<file path="src/rtl/digit_edit_sequencer_pkg.sv">
// Shared types and helpers for the digit edit sequencer: FSM state encoding,
// digit count, BCD limit, and small combinational helpers.
package digit_edit_sequencer_pkg;

  typedef enum logic [1:0] {
    ST_IDLE      = 2'd0,
    ST_WAIT_STOP = 2'd1,
    ST_EDIT      = 2'd2,
    ST_WRITE     = 2'd3
  } state_e;

  localparam int unsigned NUM_DIGITS = 4;
  localparam int unsigned DIGIT_W    = 2;
  localparam logic [3:0]  BCD_MAX    = 4'd9;

  // BCD increment that wraps 9 back to 0.
  function automatic logic [3:0] bcd_inc(input logic [3:0] v);
    bcd_inc = (v >= BCD_MAX) ? 4'd0 : (v + 4'd1);
  endfunction

  // One-hot mask selecting a single digit position.
  function automatic logic [NUM_DIGITS-1:0] digit_onehot(input logic [DIGIT_W-1:0] sel);
    digit_onehot = {{(NUM_DIGITS-1){1'b0}}, 1'b1} << sel;
  endfunction

endpackage

</file>
<file path="src/rtl/digit_edit_sequencer_button_debounce.sv">
// Pushbutton debouncer: one sync flop, then a stability counter. The level
// only changes after the sampled input has disagreed with it for DB_CYCLES
// consecutive cycles; an accepted rising level gives a one-cycle press pulse.
module button_debounce #(
  parameter int unsigned DB_CYCLES = 50000
) (
  input  logic clk_i,
  input  logic reset_i,
  input  logic raw_i,
  output logic level_o,
  output logic press_o
);

  localparam int unsigned CW = (DB_CYCLES > 1) ? $clog2(DB_CYCLES) : 1;
  localparam logic [CW-1:0] CNT_LAST = CW'(DB_CYCLES - 1);
  localparam logic [CW-1:0] CNT_ONE  = CW'(1'b1);

  logic          raw_q;
  logic          level_q, level_d;
  logic          press_q, press_d;
  logic [CW-1:0] cnt_q, cnt_d;

  // Count consecutive disagreeing samples and accept the new level at the limit.
  always_comb begin
    level_d = level_q;
    press_d = 1'b0;
    cnt_d   = {CW{1'b0}};
    if (raw_q != level_q) begin
      if (cnt_q == CNT_LAST) begin
        level_d = raw_q;
        press_d = raw_q;
      end else begin
        cnt_d = cnt_q + CNT_ONE;
      end
    end else begin
      cnt_d = {CW{1'b0}};
    end
  end

  // Input sampling, debounce state and registered press pulse.
  always_ff @(posedge clk_i) begin
    if (reset_i) begin
      raw_q   <= 1'b0;
      level_q <= 1'b0;
      press_q <= 1'b0;
      cnt_q   <= {CW{1'b0}};
    end else begin
      raw_q   <= raw_i;
      level_q <= level_d;
      press_q <= press_d;
      cnt_q   <= cnt_d;
    end
  end

  assign level_o = level_q;
  assign press_o = press_q;

endmodule

</file>
<file path="src/rtl/digit_edit_sequencer.sv">
// Front-panel digit editor: pauses the counter chain, lets the user step a
// value into each of the four BCD digits, and issues a one-cycle active-low
// write strobe per digit. The digit under edit blinks via blank_mask_o.
module digit_edit_sequencer
  import digit_edit_sequencer_pkg::*;
#(
  parameter int unsigned DB_CYCLES      = 50000,
  parameter int unsigned BLINK_CYCLES   = 12500000,
  parameter int unsigned TIMEOUT_CYCLES = 500000000
) (
  input  logic                  clk_i,
  input  logic                  reset_i,
  input  logic                  mode_btn_i,
  input  logic                  up_btn_i,
  input  logic                  run_i,
  output logic                  pause_req_o,
  output logic [DIGIT_W-1:0]    digit_o,
  output logic [3:0]            wvalue_o,
  output logic                  wenable_n_o,
  output logic                  edit_active_o,
  output logic [NUM_DIGITS-1:0] blank_mask_o
);

  localparam int unsigned BW = (BLINK_CYCLES > 1) ? $clog2(BLINK_CYCLES) : 1;
  localparam int unsigned TW = (TIMEOUT_CYCLES > 1) ? $clog2(TIMEOUT_CYCLES) : 1;
  localparam logic [BW-1:0] BLINK_LAST = BW'(BLINK_CYCLES - 1);
  localparam logic [BW-1:0] BLINK_ONE  = BW'(1'b1);
  localparam logic [TW-1:0] TMO_LAST   = TW'(TIMEOUT_CYCLES - 1);
  localparam logic [TW-1:0] TMO_ONE    = TW'(1'b1);
  localparam logic [DIGIT_W-1:0] DIGIT_LAST = DIGIT_W'(NUM_DIGITS - 1);

  logic mode_level_s, up_level_s, mode_press_s, up_press_s;
  logic unused_levels_s;

  button_debounce #(.DB_CYCLES(DB_CYCLES)) u_mode_db (
    .clk_i(clk_i), .reset_i(reset_i), .raw_i(mode_btn_i),
    .level_o(mode_level_s), .press_o(mode_press_s)
  );

  button_debounce #(.DB_CYCLES(DB_CYCLES)) u_up_db (
    .clk_i(clk_i), .reset_i(reset_i), .raw_i(up_btn_i),
    .level_o(up_level_s), .press_o(up_press_s)
  );

  assign unused_levels_s = mode_level_s ^ up_level_s;

  state_e              state_q, state_d;
  logic [DIGIT_W-1:0]  sel_q, sel_d;
  logic [3:0]          val_q, val_d;
  logic [TW-1:0]       tmo_q, tmo_d;
  logic [BW-1:0]       blink_cnt_q, blink_cnt_d;
  logic                blink_q, blink_d;
  logic                active_q, wen_n_q;
  logic [NUM_DIGITS-1:0] blank_q;
  logic                any_press_s;

  // Mode beats up when both land in the same cycle.
  assign any_press_s = mode_press_s | up_press_s;

  // Next-state, digit select/value and inactivity timeout.
  always_comb begin
    state_d = state_q;
    sel_d   = sel_q;
    val_d   = val_q;
    tmo_d   = {TW{1'b0}};
    case (state_q)
      ST_IDLE: begin
        sel_d = {DIGIT_W{1'b0}};
        val_d = 4'd0;
        if (mode_press_s) begin
          state_d = run_i ? ST_WAIT_STOP : ST_EDIT;
        end else begin
          state_d = ST_IDLE;
        end
      end
      ST_WAIT_STOP: begin
        if (!run_i) begin
          state_d = ST_EDIT;
          sel_d   = {DIGIT_W{1'b0}};
          val_d   = 4'd0;
        end else if (any_press_s) begin
          tmo_d = {TW{1'b0}};
        end else if (tmo_q == TMO_LAST) begin
          state_d = ST_IDLE;
        end else begin
          tmo_d = tmo_q + TMO_ONE;
        end
      end
      ST_EDIT: begin
        if (mode_press_s) begin
          state_d = ST_WRITE;
        end else if (up_press_s) begin
          val_d = bcd_inc(val_q);
        end else if (tmo_q == TMO_LAST) begin
          state_d = ST_IDLE;
          sel_d   = {DIGIT_W{1'b0}};
          val_d   = 4'd0;
        end else begin
          tmo_d = tmo_q + TMO_ONE;
        end
      end
      ST_WRITE: begin
        val_d = 4'd0;
        if (sel_q == DIGIT_LAST) begin
          state_d = ST_IDLE;
          sel_d   = {DIGIT_W{1'b0}};
        end else begin
          state_d = ST_EDIT;
          sel_d   = sel_q + 2'd1;
        end
      end
      default: begin
        state_d = ST_IDLE;
        sel_d   = {DIGIT_W{1'b0}};
        val_d   = 4'd0;
      end
    endcase
  end

  // Blink phase: restarts low on every entry to EDIT, toggles each half-period.
  always_comb begin
    blink_cnt_d = {BW{1'b0}};
    blink_d     = 1'b0;
    if (state_d == ST_EDIT) begin
      if (state_q != ST_EDIT) begin
        blink_cnt_d = {BW{1'b0}};
        blink_d     = 1'b0;
      end else if (blink_cnt_q == BLINK_LAST) begin
        blink_cnt_d = {BW{1'b0}};
        blink_d     = ~blink_q;
      end else begin
        blink_cnt_d = blink_cnt_q + BLINK_ONE;
        blink_d     = blink_q;
      end
    end else begin
      blink_cnt_d = {BW{1'b0}};
      blink_d     = 1'b0;
    end
  end

  // State, counters, and outputs registered from their next-state values.
  always_ff @(posedge clk_i) begin
    if (reset_i) begin
      state_q     <= ST_IDLE;
      sel_q       <= {DIGIT_W{1'b0}};
      val_q       <= 4'd0;
      tmo_q       <= {TW{1'b0}};
      blink_cnt_q <= {BW{1'b0}};
      blink_q     <= 1'b0;
      active_q    <= 1'b0;
      wen_n_q     <= 1'b1;
      blank_q     <= {NUM_DIGITS{1'b0}};
    end else begin
      state_q     <= state_d;
      sel_q       <= sel_d;
      val_q       <= val_d;
      tmo_q       <= tmo_d;
      blink_cnt_q <= blink_cnt_d;
      blink_q     <= blink_d;
      active_q    <= (state_d != ST_IDLE);
      wen_n_q     <= (state_d != ST_WRITE);
      blank_q     <= ((state_d == ST_EDIT) && blink_d) ? digit_onehot(sel_d)
                                                       : {NUM_DIGITS{1'b0}};
    end
  end

  assign pause_req_o   = active_q;
  assign edit_active_o = active_q;
  assign wenable_n_o   = wen_n_q;
  assign digit_o       = sel_q;
  assign wvalue_o      = val_q;
  assign blank_mask_o  = blank_q;

endmodule

</file>
<file path="config.mk">
export PLATFORM = sky130hd
export DESIGN_NAME = digit_edit_sequencer
export DESIGN_NICKNAME = d
export VERILOG_FILES = /design/src/rtl/digit_edit_sequencer_pkg.sv /design/src/rtl/digit_edit_sequencer_button_debounce.sv /design/src/rtl/digit_edit_sequencer.sv
export SDC_FILE = /design/constraint.sdc
export NUM_CORES = 1
export LEC_CHECK = 0
export CAP_MARGIN = 20
export CORE_MARGIN = 4
export CORE_UTILIZATION = 46
export CTS_BUF_LIST = sky130_fd_sc_hd__clkbuf_8
export DETAILED_ROUTE_END_ITERATION = 8
export PLACE_DENSITY = 0.6
export REMOVE_ABC_BUFFERS = 1
export SYNTH_ARGS = -nofsm -noshare
export SYNTH_HDL_FRONTEND = slang
export SYNTH_HIERARCHICAL = 1
export SYNTH_SLANG_ARGS = --single-unit
</file>
<file path="constraint.sdc">
create_clock -name clk_i -period 4.72 [get_ports clk_i]
set_clock_uncertainty 0.1 [all_clocks]
set_input_delay 1.18 -clock clk_i [delete_from_list [all_inputs] [get_ports clk_i]]
set_output_delay 1.18 -clock clk_i [all_outputs]
set_load 0.05 [all_outputs]
</file>
==> impl_metrics.toml, run 1 <==
[synth]
syn_avg_cell_area_um2 = 8.878
synth.distinct_cells = 49
synth_area_um2 = 4821
ys_async_sr_fraction_pct = 0
ys_ff_latch = 106
synth_warnings = 6
synth_ff_type = "dfxtp_1"
synth-edff-count = 0
yosysSeqAreaShare_pct = 44.02
netlist_instances = 543

[route]
drt_iter0_markers = 152
dr_total_vias = 3564
wl_um = 8720
vias_per_cell = 5.091
routedWlPerCell_um = 12.46
drtAntennaViolNets = 0
drc_errors = 0
drt-pass1-iter-count = 4

[clocking]
post_cts_buffers = 0
cts_hold_buf = 0
cts_tree = "done"
clk_latency_ps = 370
cts-htree-levels = 3
clkTransAtPathRegs_ps = 100
clock-sinks = 106
post_cts_resized = 0
cts_buffers = 9
cts_buffer_depth = 2
clk_root_buffer_cell = "clkbuf_8"

[critical_path]
crit_path_end = "tmo_q[5]"
rrSetupSlack_ps = 1960
crit_path_cell_trace = "clkdlybuf4s50_1, and2_1, nor2_1, nor4bb_1, nand2_1, nor2_1"
required_ps = 4910
crit_start = "run_i"
endpoint_kind = "flop"
crit_top_cell = "nor2_1"
r2r_start = "tmo_q[0]"
slowest_stage = "nand2_1"
worst-path-buf-inv = 1
cp_max_fo = 28
r2r_end = "tmo_q[5]"
r2r_cells = 6
crit_family = "simple AND/OR/NAND/NOR gates"
cp.arrival_ps = 3350
setup.worst_path.class = "in -> reg"
cp.depth = 6
cp-start-kind = "input pin"
slowest_delay_ps = 620

[timing]
setup_viol_count_final = 0
holdWs_ps = 375.1
slew_viol_final = 0
relSlewSlack_pct = 39.01
layout_min_cycle_time_ps = 3162
fin_crit_sh_pct = 66.98
grt_setup_unrepaired = "no"
tns_ps = 0
finalWorstSetupSlack_ps = 1558
worst_pin_slew_ps = 912.6
hold_viol_final = 0
max_freq_ghz = 0.3163

[finish]
area_delta_synth_final_pct = 9.369
mostFrequentLayoutCells = "114 x nor2_1, 106 x dfxtp_1, 54 x xnor2_1"
final_common_cell = "nor2_1"
num_antenna_cells = 0
fin_nets = 576
layout-drive-gt1-share_pct = 5.142

[floorplanning]
fp.dieH_um = 110.4
start_util_pct = 46.91
die-width_um = 110.4
rows = 37
core_um2 = 10280
ios = 18
die-area_um2 = 12180

[place]
port_buffers = 17
hpwl_um = 6193
gp_congestion = 0.8329
pre_cts_ws_ps = 1154

[flow_run]
cap_viol_max_count = 0

[outcome]
status = "finished clean"

[global_routing]
track_usage_pct = 15.72
antenna_found_initial = 0
grt_pass1_wl_um = 15370
grt_overflow = 0
grt_pass1_vias = 3387
grt_max_degree = 29

[power]
power.leakage_uw = 0.001640
powerDensity_nw_per_um2 = 273.7
peakVddDrop_v = 0.0002202

[worst_hold_path]
hold_path_class = "reg -> reg"
cells by family (layout without fill, tap and decap cells):
kind of cell / count (synthesis) / count (layout) / share of synthesized area [%]
multiplexers: 6 / 6 / 1.272
XOR/XNOR: 79 / 79 / 14.35
buffers and inverters: 38 / 59 / 3.712
adder cells (fa/ha/maj): 12 / 12 / 3.114
AO/OA/AOI/OAI: 22 / 22 / 3.738
AND/OR/NAND/NOR: 280 / 280 / 29.79
flip-flops: 106 / 106 / 44.02
report_power, final:
group / switching, µW / internal, µW
Combinational: 8.13 / 6.53
Clock: 328 / 203
Sequential: 1.58 / 896
sequential cells by signal (all words and copies together) (netlist names), 2 cells and up:
name             flops
u_up_db/cnt_q       16
blank_mask_o         4
blink_cnt_q         24
u_mode_db/cnt_q     16
digit_o              2
state_q              2
tmo_q               29
wvalue_o             4
metrics by stage:
| step | power (µW) | utilization, % | area (µm²) | cells |
|---|---|---|---|---|
| floorplan | 923.9 | - | 4732 | 529 |
| global placement | 932.3 | 49.50 | 5087 | 684 |
| detailed placement | 932.6 | 49.50 | 5087 | 684 |
| CTS | 1464 | 51.30 | 5273 | 700 |
| global route | 1496 | 51.30 | 5273 | 700 |
| finish | 1443 | 51.30 | 5273 | 700 |
how the worst min path moves through the flow:
stage / from / slack (ps) / end / cells after the start
2_1_floorplan: blink_cnt_q[0] / 330 / blink_cnt_q[0] / 1
3_3_place_gp: tmo_q[0] / 340 / tmo_q[0] / 1
3_5_place_dp: u_up_db/cnt_q[0] / 350 / u_up_db/cnt_q[0] / 1
4_1_cts: tmo_q[0] / 380 / tmo_q[0] / 1
5_1_grt: tmo_q[0] / 400 / tmo_q[0] / 1
6_report: tmo_q[0] / 380 / tmo_q[0] / 1
area by class of cell:
cell class / count / area [µm²]
well taps: 136 / 170.2
clock buffers: 9 / 123.9
fillers: 1006 / 5005
multi-input cells: 399 / 2520
clock inverters: 7 / 61.31
flip-flops and latches: 106 / 2122
repair buffers: 19 / 185.2
inverters: 24 / 90.09
routing by layer:
| metal | share of wire, % | vias up | global-route usage (%) |
|---|---|---|---|
| met5 | 0 | - | 0 |
| met1 | 51 | 1643 | 21.25 |
| met2 | 45 | 51 | 25.26 |
| met3 | 3.1 | 10 | 3.844 |
| li1 | - | 1860 | - |
| met4 | 1.2 | 0 | 3.958 |
cells in the mapped netlist (4+ instances only):
library cell	instances	area (µm²)
nand3_1	28	140.1
nor3_1	23	115.1
and4_1	4	35.03
nor2_1	114	427.9
mux2i_1	5	50.05
clkbuf_1	7	26.28
inv_1	24	90.09
nand4_1	19	118.9
buf_6	4	45.04
a21oi_1	6	30.03
dfxtp_1	106	2122
xor2_1	25	219.0
nor2b_1	4	25.02
or4b_1	4	40.04
xnor2_1	54	473.0
nand2b_1	5	31.28
ha_1	12	150.1
and3_1	10	62.56
nand2_1	26	97.59
nor4_1	14	87.58
worst reg2reg max path, stage by stage, from the launching register on:
cell and delay (ps):
dfxtp_1 380, ha_1 220, nand4_1 150, or2_1 350, or4_4 600, nand2_1 700
nor2_1 120
Power figures use the tool's default switching activity.
==> inputs of run 2 (changes only) <==
clock period = 3.3 ns   (was 4.72 ns; I/O delays follow)
==> run 2 against run 1 <==
- power grew 53%
- non-clock buffer count increased by 2
- final cell count grew 0.29%
- clock-buffer cell count rose by 1
- critical path depth is 5 lower
- largest cell class unchanged
- routed wire length is 0.92% higher
- critical path type is now reg -> out
- cell area rose by 1.2%
- combinational power is 42% higher
- hold slack got worse by 7.1 ps
- largest power group unchanged
==> impl_metrics.toml, run 2 (synthesis gave the netlist of run 1 again) <==
[place]
gp_congestion = 0.7895
port_buffers = 17
dp.cells = 686
hpwl_um = 6240
placed_area_um2 = 5102

[floorplanning]
ios = 18
start_util_pct = 46.91
die-width_um = 110.4
fp.dieH_um = 110.4
die-area_um2 = 12180
core_um2 = 10280
rows = 37

[power]
power.leakage_uw = 0.001668
peakVddDrop_v = 0.0002938
powerDensity_nw_per_um2 = 413.1

[finish]
layout-drive-gt1-share_pct = 5.654
ff_latch_area_um2 = 2122
final_area_um2 = 5338
utilization_pct = 51.94
final_cells = 702
num_antenna_cells = 0
largest_reg_flops = 29
area_delta_synth_final_pct = 10.72
nFillCells = 998
largest-register = "tmo_q"
mostFrequentLayoutCells = "114 x nor2_1, 106 x dfxtp_1, 54 x xnor2_1"
largestRegisters = "tmo_q: 29 flops, blink_cnt_q: 24 flops"
final_common_cell = "nor2_1"
fin_nets = 578
multi_input_area_um2 = 2520

[route]
routedWlPerCell_um = 12.54
drtAntennaViolNets = 0
drt_iter0_markers = 148
dr_total_vias = 3586
vias_per_cell = 5.108
drt-pass1-iter-count = 4
wl_um = 8800
drc_errors = 0

[global_routing]
grt_max_degree = 29
grt_pass1_vias = 3413
antenna_found_initial = 0
grt_pass1_wl_um = 15620
grt_overflow = 0
track_usage_pct = 16.04

[critical_path]
cp_max_fo = 4
endpoint_kind = "output pin"
r2r_cells = 7
required_ps = 2370
crit_family = "buffers and inverters"
slowest_delay_ps = 840
slowest_stage = "clkdlybuf4s50_1"
setup.worst_path.class = "reg -> out"
worst-path-buf-inv = 1
cp.arrival_ps = 1630
cp.depth = 1
cp-start-kind = "flop"
crit_path_cell_trace = "clkdlybuf4s50_1"

[clocking]
clk_latency_ps = 370
cts_hold_buf = 0
cts_buffer_depth = 2
clock-sinks = 106
cts_tree = "done"
cts-htree-levels = 3
cts_buffers = 9
post_cts_resized = 0
clkTransAtPathRegs_ps = 100
clk_root_buffer_cell = "clkbuf_8"
post_cts_buffers = 0

[timing]
grt_setup_unrepaired = "no"
max_freq_ghz = 0.3918
fin_crit_sh_pct = 77.34
relSlewSlack_pct = 60.61
setup_viol_count_final = 0
layout_min_cycle_time_ps = 2552
worst_pin_slew_ps = 590.9
slew_viol_final = 0
tns_ps = 0
hold_viol_final = 0

[worst_hold_path]
hold_path_depth = 1
hold_path_class = "reg -> reg"

[flow_run]
cap_viol_max_count = 0

[outcome]
status = "finished clean"
-- run 2: changes by cell type in the layout (fill, tap and decap cells not counted), sizes merged --
cell and change:
inv -3, buf +2, bufinv +2, clkbuf +1
-- run 2: final cells by class --
class                      instances  share of cell area [%]
inverter                          24                   1.688
sequential                       106                   39.76
timing repair buffer              21                   3.751
clock buffer                      10                   2.579
tap                              136                   3.188
clock inverter                     6                   1.828
multi-input combinational        399                   47.21
-- run 2: final timing paths --
kind                  start              to  slack [ps]
max              digit_o[0]      digit_o[0]         750
min          blink_cnt_q[0]  blink_cnt_q[0]         370
max reg2reg        tmo_q[0]     wvalue_o[3]         750
min reg2reg  blink_cnt_q[0]  blink_cnt_q[0]         370
-- run 2: power by group --
part | internal, µW | leakage [µW] | switching, µW
Clock | 459 | 0.000119 | 443
Sequential | 1280 | 0.000854 | 2.40
Combinational | 9.40 | 0.000694 | 11.5
-- run 2: per-layer routing --
layer	track usage, %	share of wire, %	vias to the layer above
met5	0	0	-
met4	4.222	1.3	0
met3	3.786	2.9	9
met2	26.04	46	34
met1	21.50	50	1668
li1	-	-	1875
-- run 2: per-stage QoR --
step                setup slack (ps)  hold WS [ps]  total power (µW)
global placement               460.7         337.4              1334
global route                   533.4         406.3              2299
CTS                            704.2         372.7              2238
finish                         747.9         368.0              2205
floorplan                      937.7         326.1              1321
detailed placement             395.8         349.3              1334
